--- src/rtl/vga_timing_pkg.sv ---
// rtl/vga_timing_pkg.sv - 640x480@60 timing constants and receiver lock-state encoding
package vga_timing_pkg;

  localparam int VGA_H_ACTIVE    = 640;
  localparam int VGA_H_BP        = 48;
  localparam int VGA_H_TOTAL     = 800;
  localparam int VGA_V_ACTIVE    = 480;
  localparam int VGA_V_BP        = 33;
  localparam int VGA_V_TOTAL     = 525;
  localparam int VGA_LOCK_FRAMES = 2;

  typedef enum logic [1:0] {SEARCH, ACQUIRE, LOCKED} rx_state_e;

  function automatic logic [9:0] sat_inc10(input logic [9:0] v);
    return (v == 10'h3FF) ? v : v + 10'd1;
  endfunction

endpackage

--- src/rtl/vga_sync_edge.sv ---
// rtl/vga_sync_edge.sv - optional synchronizer (VGA_RX_SYNC_EN), sample register and rise detect for one active-low sync
module vga_sync_edge (
  input  logic clk,
  input  logic rst_n,
  input  logic i_sync,
  output logic o_rise
);

  logic samp_q, samp_d;
  logic prev_q, prev_d;

`ifdef VGA_RX_SYNC_EN
  logic meta_q, meta_d;
  logic sync_q, sync_d;

  always_comb begin
    meta_d = i_sync;
    sync_d = meta_q;
    samp_d = sync_q;
  end

  always_ff @(posedge clk or negedge rst_n) begin
    if (!rst_n) begin
      meta_q <= 1'b1;
      sync_q <= 1'b1;
    end else begin
      meta_q <= meta_d;
      sync_q <= sync_d;
    end
  end
`else
  always_comb samp_d = i_sync;
`endif

  always_comb prev_d = samp_q;

  // Both stages reset to the idle-high level so release cannot look like a deassertion.
  always_ff @(posedge clk or negedge rst_n) begin
    if (!rst_n) begin
      samp_q <= 1'b1;
      prev_q <= 1'b1;
    end else begin
      samp_q <= samp_d;
      prev_q <= prev_d;
    end
  end

  assign o_rise = samp_q & ~prev_q;

endmodule

--- src/rtl/vga_capture_rx.sv ---
// rtl/vga_capture_rx.sv - VGA pin receiver: timing recovery, lock FSM, visible pixel output; VGA_RX_SYNC_EN adds input synchronizers
module vga_capture_rx
  import vga_timing_pkg::*;
#(
  parameter int H_ACTIVE    = VGA_H_ACTIVE,
  parameter int H_BP        = VGA_H_BP,
  parameter int H_TOTAL     = VGA_H_TOTAL,
  parameter int V_ACTIVE    = VGA_V_ACTIVE,
  parameter int V_BP        = VGA_V_BP,
  parameter int V_TOTAL     = VGA_V_TOTAL,
  parameter int LOCK_FRAMES = VGA_LOCK_FRAMES
) (
  input  logic       clk,
  input  logic       reset_n,
  input  logic       i_hsync,
  input  logic       i_vsync,
  input  logic [1:0] i_red,
  input  logic [1:0] i_green,
  input  logic [1:0] i_blue,
  output logic       o_locked,
  output logic       o_pix_valid,
  output logic [9:0] o_x,
  output logic [9:0] o_y,
  output logic [5:0] o_pix,
  output logic       o_frame_start,
  output logic       o_err,
  output logic [9:0] o_line_len
);

  localparam logic [9:0]  HBP   = 10'(H_BP);
  localparam logic [9:0]  HEND  = 10'(H_BP + H_ACTIVE);
  localparam logic [9:0]  HTOT  = 10'(H_TOTAL);
  localparam logic [9:0]  VBP   = 10'(V_BP);
  localparam logic [9:0]  VEND  = 10'(V_BP + V_ACTIVE);
  localparam logic [10:0] VTOT  = 11'(V_TOTAL);
  localparam logic [2:0]  LOCKN = 3'(LOCK_FRAMES);

  logic        h_rise, v_rise;
  logic [5:0]  pix_s_q, pix_s_d;
  logic [9:0]  hcnt_q, hcnt_d, hcnt_cur;
  logic [9:0]  line_q, line_d;
  logic [10:0] frame_cnt;
  logic        line_bad, frame_bad, in_win;
  rx_state_e   state_q, state_d;
  logic [2:0]  good_q, good_d;
  logic        hchk_q, hchk_d;
  logic        locked_q, locked_d;
  logic        err_q, err_d;
  logic        valid_q, valid_d;
  logic        fs_q, fs_d;
  logic [9:0]  x_q, x_d, y_q, y_d;
  logic [5:0]  pix_q, pix_d;
  logic [9:0]  line_len_q, line_len_d;

  vga_sync_edge u_hsync (
    .clk    (clk),
    .rst_n  (reset_n),
    .i_sync (i_hsync),
    .o_rise (h_rise)
  );

  vga_sync_edge u_vsync (
    .clk    (clk),
    .rst_n  (reset_n),
    .i_sync (i_vsync),
    .o_rise (v_rise)
  );

`ifdef VGA_RX_SYNC_EN
  logic [5:0] pix_m1_q, pix_m1_d, pix_m2_q, pix_m2_d;

  always_comb begin
    pix_m1_d = {i_red, i_green, i_blue};
    pix_m2_d = pix_m1_q;
    pix_s_d  = pix_m2_q;
  end

  always_ff @(posedge clk or negedge reset_n) begin
    if (!reset_n) begin
      pix_m1_q <= 6'd0;
      pix_m2_q <= 6'd0;
    end else begin
      pix_m1_q <= pix_m1_d;
      pix_m2_q <= pix_m2_d;
    end
  end
`else
  always_comb pix_s_d = {i_red, i_green, i_blue};
`endif

  always_comb begin
    // hcnt reads 0 in the rise cycle itself; the register holds the next value.
    hcnt_cur   = h_rise ? 10'd0 : hcnt_q;
    hcnt_d     = sat_inc10(hcnt_cur);
    line_d     = v_rise ? 10'd0 : (h_rise ? sat_inc10(line_q) : line_q);
    frame_cnt  = {1'b0, line_q} + {10'd0, h_rise};
    line_bad   = h_rise && hchk_q && (hcnt_q != HTOT);
    frame_bad  = v_rise && (frame_cnt != VTOT);
    line_len_d = h_rise ? hcnt_q : line_len_q;

    state_d = state_q;
    good_d  = good_q;
    hchk_d  = hchk_q;
    err_d   = 1'b0;
    case (state_q)
      SEARCH: begin
        good_d = 3'd0;
        hchk_d = 1'b0;
        if (v_rise) state_d = ACQUIRE;
      end
      ACQUIRE, LOCKED: begin
        if (h_rise) hchk_d = 1'b1;
        if (line_bad || frame_bad) begin
          state_d = SEARCH;
          good_d  = 3'd0;
          hchk_d  = 1'b0;
          err_d   = 1'b1;
        end else if (v_rise && (state_q == ACQUIRE)) begin
          good_d = good_q + 3'd1;
          if (good_d == LOCKN) state_d = LOCKED;
        end
      end
      default: state_d = SEARCH;
    endcase

    locked_d = (state_d == LOCKED);
    in_win   = (hcnt_cur >= HBP) && (hcnt_cur < HEND) && (line_d >= VBP) && (line_d < VEND);
    valid_d  = locked_d && in_win;
    fs_d     = valid_d && (hcnt_cur == HBP) && (line_d == VBP);
    x_d      = valid_d ? hcnt_cur - HBP : x_q;
    y_d      = valid_d ? line_d - VBP : y_q;
    pix_d    = valid_d ? pix_s_q : pix_q;
  end

  always_ff @(posedge clk or negedge reset_n) begin
    if (!reset_n) begin
      pix_s_q    <= 6'd0;
      hcnt_q     <= 10'd0;
      line_q     <= 10'd0;
      state_q    <= SEARCH;
      good_q     <= 3'd0;
      hchk_q     <= 1'b0;
      locked_q   <= 1'b0;
      err_q      <= 1'b0;
      valid_q    <= 1'b0;
      fs_q       <= 1'b0;
      x_q        <= 10'd0;
      y_q        <= 10'd0;
      pix_q      <= 6'd0;
      line_len_q <= 10'd0;
    end else begin
      pix_s_q    <= pix_s_d;
      hcnt_q     <= hcnt_d;
      line_q     <= line_d;
      state_q    <= state_d;
      good_q     <= good_d;
      hchk_q     <= hchk_d;
      locked_q   <= locked_d;
      err_q      <= err_d;
      valid_q    <= valid_d;
      fs_q       <= fs_d;
      x_q        <= x_d;
      y_q        <= y_d;
      pix_q      <= pix_d;
      line_len_q <= line_len_d;
    end
  end

  assign o_locked      = locked_q;
  assign o_err         = err_q;
  assign o_pix_valid   = valid_q;
  assign o_frame_start = fs_q;
  assign o_x           = x_q;
  assign o_y           = y_q;
  assign o_pix         = pix_q;
  assign o_line_len    = line_len_q;

endmodule

--- config.mk ---
export PLATFORM = sky130hd
export DESIGN_NAME = vga_capture_rx
export DESIGN_NICKNAME = d
export VERILOG_FILES = /design/src/rtl/vga_timing_pkg.sv /design/src/rtl/vga_sync_edge.sv /design/src/rtl/vga_capture_rx.sv
export SDC_FILE = /design/constraint.sdc
export NUM_CORES = 1
export LEC_CHECK = 0
export BUFFER_PORTS_ARGS = -buffer_cell sky130_fd_sc_hd__buf_2
export CAP_MARGIN = 20
export CORE_ASPECT_RATIO = 0.5
export CORE_MARGIN = 2
export CORE_UTILIZATION = 39
export CTS_CLUSTER_SIZE = 24
export DETAILED_ROUTE_END_ITERATION = 16
export GPL_ROUTABILITY_DRIVEN = 0
export SYNTH_ARGS = -nofsm -noshare
export SYNTH_HDL_FRONTEND = slang
export SYNTH_SLANG_ARGS = --single-unit
--- constraint.sdc ---
create_clock -name clk -period 5.3 [get_ports clk]
set_clock_uncertainty 0.1 [all_clocks]
set_input_delay 1.06 -clock clk [delete_from_list [all_inputs] [get_ports clk]]
set_output_delay 1.06 -clock clk [all_outputs]
set_load 0.02 [all_outputs]
==> results.json, run 1 <==
{
  "io_buffers": 49,
  "ir_drop_mv": 0.202,
  "crit_slowest_cell": "o311a_2",
  "drive_above_1_share_pct": 27.3,
  "regToRegSetupSlack_ns": 1.27,
  "grt_pass1_wl_microns": 13400,
  "fillers": 977,
  "slowest_delay_ns": 0.73,
  "cpMostUsedCell": "buf_4",
  "r2r_end": "o_pix[3]$_DFFE_PN0P_",
  "ys_ff_latch": 76,
  "synth_warnings": 0,
  "grt_max_degree": 77,
  "htreeDepth": 3,
  "r2r-start": "u_hsync.prev_d$_DFF_PN1_",
  "synthArstFlopShare_pct": 100,
  "multiInputGateArea_sq_um": 1880,
  "worst-path-buf-inv": 3,
  "start_util_pct": 39.5,
  "layout.nets": 440,
  "min_delay_path_depth": 0,
  "grt.overflow.total": 0,
  "cts_buffers": 9,
  "synth_edf_count": 0,
  "cts-resized-gates": 0,
  "layoutNonFillerInstCount": 562,
  "netlist_area_sq_um": 3990,
  "r2r_cells": 13,
  "pwr_density_cell_nw_per_um2": 337,
  "tightest_slew_ns": 0.950,
  "maxCapViolCount": 0,
  "synthesis.nets": 395,
  "fin_crit_ns": 4.03,
  "crit_chain": "nand2b_1, buf_4, inv_1, buf_4, o31a_1, mux2i_1, or2_2, ha_1, nand4_1, nor2_1, and4_1, o311a_2, mux2_2",
  "clockBufferDepth": 2,
  "cts_tree": "built",
  "initialDrtViolationCount": 224,
  "num_rows": 26,
  "ios": 50,
  "holdWs_ns": 0.272,
  "grt_pass1_vias": 2599,
  "finalCritPeriodShare_pct": 76.0,
  "wl_per_cell_microns": 14.6,
  "final_common_cell": "dfrtp_1",
  "relSlewSlack_pct": 36.7,
  "synthFlopType": "dfrtp_1",
  "place_inst": 546,
  "cts_sinks": 76,
  "final_cell_mix": "72 x dfrtp_1, 56 x nand2_1, 48 x buf_2",
  "p_leak_nw": 2.27,
  "n_antenna_cell": 0,
  "status": "completed",
  "dpl.hpwl_microns": 5720,
  "drc": 0,
  "clk_pin_slew_ns": 0.06,
  "ctsRootBufferMaster": "clkbuf_16",
  "hp-class": "reg -> reg",
  "die_w_microns": 147,
  "drt-vias-per-instance": 4.92,
  "syn_to_final_growth_pct": 15.7,
  "critical_path_arrival_ns": 4.15,
  "finalSetupTns_ns": 0,
  "path_max_fanout": 33,
  "wl_microns": 8220,
  "fmax_mhz": 248,
  "whs_endpoint": "u_hsync.prev_q$_DFF_PN1_",
  "ant_nets": 0,
  "ys_types": 63,
  "crit_type": "reg -> reg",
  "hold_viol": 0,
  "first_pass_iters": 4,
  "post_cts_buffers": 0,
  "setup_viol": 0,
  "grt_usage_pct": 15.5,
  "worstHoldStart": "u_hsync.prev_d$_DFF_PN1_",
  "startpoint_type": "register",
  "clock_latency_ns": 0.34,
  "core_sq_um": 10100,
  "crit_path_end_kind": "register",
  "drv_slew": 0,
  "rsz0062_at_grt": "no",
  "seq_area_sq_um": 1910,
  "synth.avg_cell_area_sq_um": 10.7,
  "cts_hold_buf": 0,
  "crit_family": "compound AO/OA/AOI/OAI gates",
  "synth-seq-area-share_pct": 47.8,
  "fp.dieArea_sq_um": 11100,
  "vias": 2764,
  "synthCells": 372,
  "required_ns": 5.42,
  "die_y_microns": 75.5,
  "antenna_found_initial": 0
}
power by group:
group | total (mW) | leakage (nW) | internal, mW | switching (mW)
Clock | 0.629 | 0.149 | 0.373 | 0.256
Sequential | 0.672 | 1.02 | 0.623 | 0.0494
Combinational | 0.254 | 1.10 | 0.0963 | 0.158
Total | 1.56 | 2.27 | 1.09 | 0.463
synthesized netlist by cell type (8+ instances only):
cell	instances	area [sq um]
xnor2_1	16	140
nand2_1	56	210
nand3_1	14	70.1
inv_1	19	71.3
a21oi_1	8	40.0
mux2_4	15	225
clkbuf_1	8	30.0
ha_1	13	163
o21ai_0	13	65.1
dfrtp_1	72	1800
nor2_1	22	82.6
mux2_2	8	90.1
flip-flops by register name (all words and copies together) (netlist names), 2 cells and up:
| signal | count |
|---|---|
| good_q | 3 |
| hcnt_q | 10 |
| line_q | 10 |
| o_line_len | 10 |
| o_pix | 6 |
| o_x | 10 |
| o_y | 10 |
| pix_s_q | 6 |
| state_q | 2 |
per-stage QoR:
stage               power [mW]  cell area, sq um  setup slack, ns  util, %
finish                    1.56              4610             1.27     45.7
global route              1.64              4610            0.983     45.7
CTS                       1.58              4610             1.26     45.7
detailed placement       0.939              4300             1.27     42.7
global placement         0.938              4300             1.41     42.7
floorplan                0.854              3990             1.74        -
worst max-delay path by stage:
stage | cells after the start | slack [ns] | startpoint | end
2_1_floorplan | 14 | 1.74 | u_hsync.prev_d$_DFF_PN1_ | o_x[0]$_DFFE_PN0P_
3_3_place_gp | 13 | 1.41 | u_hsync.prev_q$_DFF_PN1_ | o_pix[1]$_DFFE_PN0P_
3_5_place_dp | 13 | 1.27 | u_hsync.prev_d$_DFF_PN1_ | o_pix[3]$_DFFE_PN0P_
4_1_cts | 13 | 1.26 | u_hsync.prev_d$_DFF_PN1_ | o_pix[3]$_DFFE_PN0P_
5_1_grt | 13 | 0.98 | u_hsync.prev_d$_DFF_PN1_ | o_pix[3]$_DFFE_PN0P_
6_report | 13 | 1.27 | u_hsync.prev_d$_DFF_PN1_ | o_pix[3]$_DFFE_PN0P_
logic make-up (layout without fill, tap and decap cells):
| group | after synthesis | count (layout) | share of synthesized area [%] |
|---|---|---|---|
| fa+ha+maj | 13 | 13 | 4.08 |
| xor+xnor | 22 | 22 | 4.84 |
| simple gates | 138 | 138 | 17.8 |
| buf+inv | 37 | 87 | 5.02 |
| flops | 76 | 76 | 47.8 |
| compound gates | 56 | 56 | 10.7 |
| mux | 30 | 30 | 9.67 |
worst register-to-register path, cell delays in order, from the launching register on:
cell	delay, ns
dfstp_2	0.53
nand2b_1	0.06
buf_4	0.23
inv_1	0.20
buf_4	0.26
o31a_1	0.27
mux2i_1	0.19
or2_2	0.15
ha_1	0.18
nand4_1	0.15
nor2_1	0.20
and4_1	0.21
o311a_2	0.73
mux2_2	0.43
metal layers:
metal,wire (microns),GRT usage (%),share of wire [%]
met1,4220,21.8,51
met2,3650,23.4,44
met3,322,4.31,3.9
met4,32,5.24,0.39
met5,0,0,0
layout make-up:
class / instances / area share, %
Sequential cell: 76 / 41.3
Multi-Input combinational cell: 259 / 40.7
Timing Repair Buffer: 52 / 5.86
Clock buffer: 9 / 4.88
Tap cell: 140 / 3.80
Clock inverter: 7 / 1.82
Inverter: 19 / 1.55
Note: power is estimated with default switching activity, not from simulation.
==> run 2, diff against run 1 <==
clock period = 3.7 ns   (was 5.3 ns; I/O delays follow)
==> run 2 against run 1 <==
  * Non-clock buffer count rose by 5
  * Sequential share of layout area fell by 0.45 points
  * Power rose by 46%
  * Global-route usage rose by 0.87 points
  * Largest cell class unchanged
==> results.json, run 2 (same netlist as run 1, synthesis figures left out) <==
{
  "critical_path_arrival_ns": 3.64,
  "grt_pass1_wl_microns": 14000,
  "drive_above_1_share_pct": 27.6,
  "pwr_density_cell_nw_per_um2": 485,
  "grt_max_degree": 77,
  "hold_viol": 0,
  "cts_sinks": 76,
  "htreeDepth": 3,
  "holdWs_ns": 0.275,
  "first_pass_iters": 4,
  "clock_latency_ns": 0.34,
  "grt_usage_pct": 16.4,
  "grt_pass1_vias": 2791,
  "path_max_fanout": 27,
  "p_leak_nw": 2.29,
  "num_rows": 26,
  "vias": 2839,
  "die_y_microns": 75.5,
  "grt.overflow.total": 0,
  "ant_nets": 0,
  "min_delay_path_depth": 0,
  "maxCapViolCount": 0,
  "startpoint_type": "register",
  "dpl.hpwl_microns": 5860,
  "hp-class": "reg -> reg",
  "multiInputGateArea_sq_um": 1880,
  "stdcell_area_sq_um": 4670,
  "io_buffers": 49,
  "start_util_pct": 39.5,
  "ctsRootBufferMaster": "clkbuf_16",
  "clk_pin_slew_ns": 0.06,
  "rsz0062_at_grt": "no",
  "antenna_found_initial": 0,
  "syn_to_final_growth_pct": 17.1,
  "status": "completed",
  "drv_slew": 0,
  "final_common_cell": "dfrtp_1",
  "place_area_sq_um": 4350,
  "fin_crit_ns": 3.53,
  "crit_type": "reg -> reg",
  "cts_tree": "built",
  "crit_path_end_kind": "register",
  "relSlewSlack_pct": 37.5,
  "die_w_microns": 147,
  "fp.dieArea_sq_um": 11100,
  "ios": 50,
  "wl_per_cell_microns": 15.0,
  "final_cell_mix": "71 x dfrtp_1, 56 x nand2_1, 48 x buf_2",
  "tightest_slew_ns": 0.937,
  "ir_drop_mv": 0.234,
  "layout.nets": 445,
  "fillers": 959,
  "cts_buffers": 9,
  "finalCritPeriodShare_pct": 95.3,
  "finalSetupTns_ns": 0,
  "clockBufferDepth": 2,
  "setup_viol": 0,
  "drt-vias-per-instance": 5.01,
  "n_antenna_cell": 0,
  "initialDrtViolationCount": 274,
  "r2r_cells": 12,
  "core_sq_um": 10100,
  "seq_area_sq_um": 1910,
  "drc": 0,
  "wl_microns": 8500,
  "fmax_mhz": 284,
  "required_ns": 3.82
}
-- run 2: cell type report --
type / instances / share of cell area (%)
clock buffer: 12 / 5.07
timing repair buffer: 57 / 6.87
sequential: 76 / 40.9
clock inverter: 4 / 1.61
multi-input combinational: 259 / 40.3
inverter: 19 / 1.53
tap: 140 / 3.75
-- run 2: worst max-delay path: stages, from the launching register on --
cell	delay (ns)
dfrtp_1	0.48
ha_1	0.26
nand3_1	0.22
o31a_1	0.37
xnor2_1	0.14
or2_2	0.30
ha_1	0.23
nand4_1	0.14
nor2_1	0.08
and4_1	0.20
o311a_2	0.37
buf_12	0.19
mux2_4	0.31
-- run 2: worst paths after layout --
check | start | to | slack (ns)
worst max-delay path | line_q[1]$_DFF_PN0_ | o_x[4]$_DFFE_PN0P_ | 0.17
worst min-delay path | u_vsync.prev_d$_DFF_PN1_ | u_vsync.prev_q$_DFF_PN1_ | 0.28
worst max register to register | line_q[1]$_DFF_PN0_ | o_x[4]$_DFFE_PN0P_ | 0.17
worst min register to register | u_vsync.prev_d$_DFF_PN1_ | u_vsync.prev_q$_DFF_PN1_ | 0.28
max in group asynchronous | reset_n | line_q[0]$_DFF_PN0_ | 2.42
min in group asynchronous | reset_n | hcnt_q[7]$_DFF_PN0_ | 0.45
-- run 2: stage by stage --
step	setup slack (ns)	util, %	instances	power [mW]
after floorplan	0.139	-	372	1.22
after global routing	0.00633	46.3	567	2.38
after CTS	0.201	46.3	567	2.29
final	0.173	46.3	567	2.26
after global placement	0.309	43.2	551	1.34
after detailed placement	0.235	43.2	551	1.34
-- run 2: power breakdown --
group	switching (mW)	internal (mW)
registers	0.0721	0.893
clock network	0.342	0.591
logic	0.226	0.139
-- run 2: repair_timing --
item                                    4_1_cts  5_1_grt
buffers inserted                              0        0
endpoints found under the setup margin        0        9
resized for setup                             0        1
hold buffers                                  0        0
-- run 2: metal layers --
metal	track usage, %	up-vias	wire length, microns
li1	-	1406	-
met1	22.5	1364	4110
met2	24.8	60	3890
met3	5.27	9	415
met4	5.56	0	96
met5	0	-	0
==> run 3, diff against run 2 <==
CORE_ASPECT_RATIO = 1.4   (was 0.5)
==> run 3 against run 2 <==
  * Sequential share of layout area up 0.13 points
  * Fmax up 1.3%
  * Final cell count down 0.35%
  * Power down 4.6%
  * Design area down 0.38%
  * Critical endpoint is now o_pix[3]$_DFFE_PN0P_
  * Die area down 0.34%
  * Largest cell class unchanged
  * Register-to-register slack better by 0.04 ns
  * Flip-flop and latch count unchanged
  * First-iteration DRC count down 56%
  * Count of clock-buffer cells in the layout down 3
==> results.json, run 3 (same netlist as run 1, synthesis figures left out) <==
{
  "status": "completed",
  "cts_buffers": 9,
  "seq_area_sq_um": 1910,
  "antenna_found_initial": 0,
  "fin_crit_ns": 3.48,
  "crit_start": "line_q[0]$_DFF_PN0_",
  "crit_type": "reg -> reg",
  "path_max_fanout": 28,
  "drc": 0,
  "startpoint_type": "register",
  "drive_above_1_share_pct": 28.6,
  "fmax_mhz": 287,
  "crit_path_end_kind": "register",
  "wl_microns": 8610,
  "clk_pin_slew_ns": 0.06,
  "first_pass_iters": 4,
  "multiInputGateArea_sq_um": 1890,
  "cts-resized-gates": 0,
  "setup_viol": 0,
  "tightest_slew_ns": 0.953,
  "grt.overflow.total": 0,
  "drv_slew": 0,
  "final_common_cell": "dfrtp_1",
  "pwr_density_cell_nw_per_um2": 464,
  "fillers": 962,
  "grt_pass1_vias": 2952,
  "finalSetupTns_ns": 0,
  "ir_drop_mv": 0.219,
  "grt_pass1_wl_microns": 14600,
  "start_util_pct": 40.0,
  "place_area_sq_um": 4360,
  "fp.dieArea_sq_um": 11100,
  "die_w_microns": 89.4,
  "grt_max_degree": 77,
  "cts_sinks": 76,
  "n_antenna_cell": 0,
  "initialDrtViolationCount": 121,
  "final_util_pct": 46.7,
  "r2r_end": "o_pix[3]$_DFFE_PN0P_",
  "core_sq_um": 9950,
  "holdWs_ns": 0.275,
  "cts_hold_buf": 0,
  "post_cts_buffers": 0,
  "clockBufferDepth": 2,
  "ios": 50,
  "r2r_cells": 11,
  "wl_per_cell_microns": 15.2,
  "rsz0062_at_grt": "no",
  "critical_path_arrival_ns": 3.60,
  "syn_to_final_growth_pct": 16.6,
  "layout.nets": 448,
  "relSlewSlack_pct": 36.5,
  "die_y_microns": 124,
  "clock_latency_ns": 0.34,
  "hold_viol": 0,
  "final_cell_mix": "72 x dfrtp_1, 56 x nand2_1, 48 x buf_2",
  "htreeDepth": 3,
  "setup_ws_ns": 0.217,
  "io_buffers": 49,
  "hp-class": "reg -> reg",
  "endpoint": "o_pix[3]$_DFFE_PN0P_",
  "drt-vias-per-instance": 5.16,
  "num_rows": 43,
  "cts_tree": "built",
  "grt_usage_pct": 17.3,
  "ant_nets": 0,
  "finalCritPeriodShare_pct": 94.1,
  "p_leak_nw": 2.29,
  "dpl.hpwl_microns": 6170,
  "pre_cts_ws_ns": 0.0400,
  "regToRegSetupSlack_ns": 0.22,
  "stdcell_area_sq_um": 4650,
  "ctsRootBufferMaster": "clkbuf_16",
  "vias": 2913,
  "r2r-start": "line_q[0]$_DFF_PN0_",
  "maxCapViolCount": 0,
  "required_ns": 3.82
}
==> run 3: cell count changes in the layout (fill, tap and decap cells not counted) <==
cell and delta:
clkbuf_1 -3, o311a_2 -1, inv_6 +4, dfrtp_1 +1
clkinv_2 +1, buf_12 -1, dfrtp_2 -1, bufinv_16 -2
o311a_4 +1, buf_4 +4, clkinvlp_4 -1, clkinv_4 +1
==> run 3: metrics by stage <==
step / power, mW / instances
after floorplan: 1.22 / 372
after global placement: 1.34 / 549
after detailed placement: 1.35 / 549
after CTS: 2.19 / 565
after global routing: 2.28 / 565
final: 2.16 / 565
==> run 3: per-layer routing <==
metal  wire (microns)  GRT usage, %  up-vias
met3              239          3.84       17
li1                 -             -     1416
met4              188          7.37        0
met5                0             0        -
met2             4500          28.6       51
met1             3690          21.7     1429
==> run 3: area by class of cell <==
class	instances	share of cell area, %
clock inverters	7	1.21
clock buffers	9	4.85
multi-input cells	259	40.6
flip-flops and latches	76	41.0
repair buffers	60	7.11
inverters	19	1.53
well taps	135	3.63
==> run 3: critical path, stage by stage (launching register included) <==
cell and delay, ns:
dfrtp_1 0.51, ha_1 0.27, nand3_1 0.11, o31a_1 0.33, xnor2_1 0.15, or2_2 0.31
ha_1 0.24, nand4_1 0.14, nor3_1 0.07, nor3_1 0.21, o311a_4 0.53, mux2_2 0.40
==> run 3: how the worst min path moves through the flow <==
stage / startpoint / end / slack [ns] / cells after the start
3_3_place_gp: u_vsync.prev_d$_DFF_PN1_ / u_vsync.prev_q$_DFF_PN1_ / 0.26 / 0
3_5_place_dp: u_vsync.prev_d$_DFF_PN1_ / u_vsync.prev_q$_DFF_PN1_ / 0.27 / 0
5_1_grt: u_hsync.prev_d$_DFF_PN1_ / u_hsync.prev_q$_DFF_PN1_ / 0.29 / 0
4_1_cts: u_vsync.prev_d$_DFF_PN1_ / u_vsync.prev_q$_DFF_PN1_ / 0.28 / 0
2_1_floorplan: u_vsync.prev_d$_DFF_PN1_ / u_vsync.prev_q$_DFF_PN1_ / 0.26 / 0
6_report: u_vsync.prev_d$_DFF_PN1_ / u_vsync.prev_q$_DFF_PN1_ / 0.27 / 0
==> run 3: where the power goes <==
part           switching [mW]  internal, mW  leakage (nW)
Clock                   0.363         0.463         0.137
Combinational           0.229         0.140          1.14
Sequential             0.0718         0.892          1.02
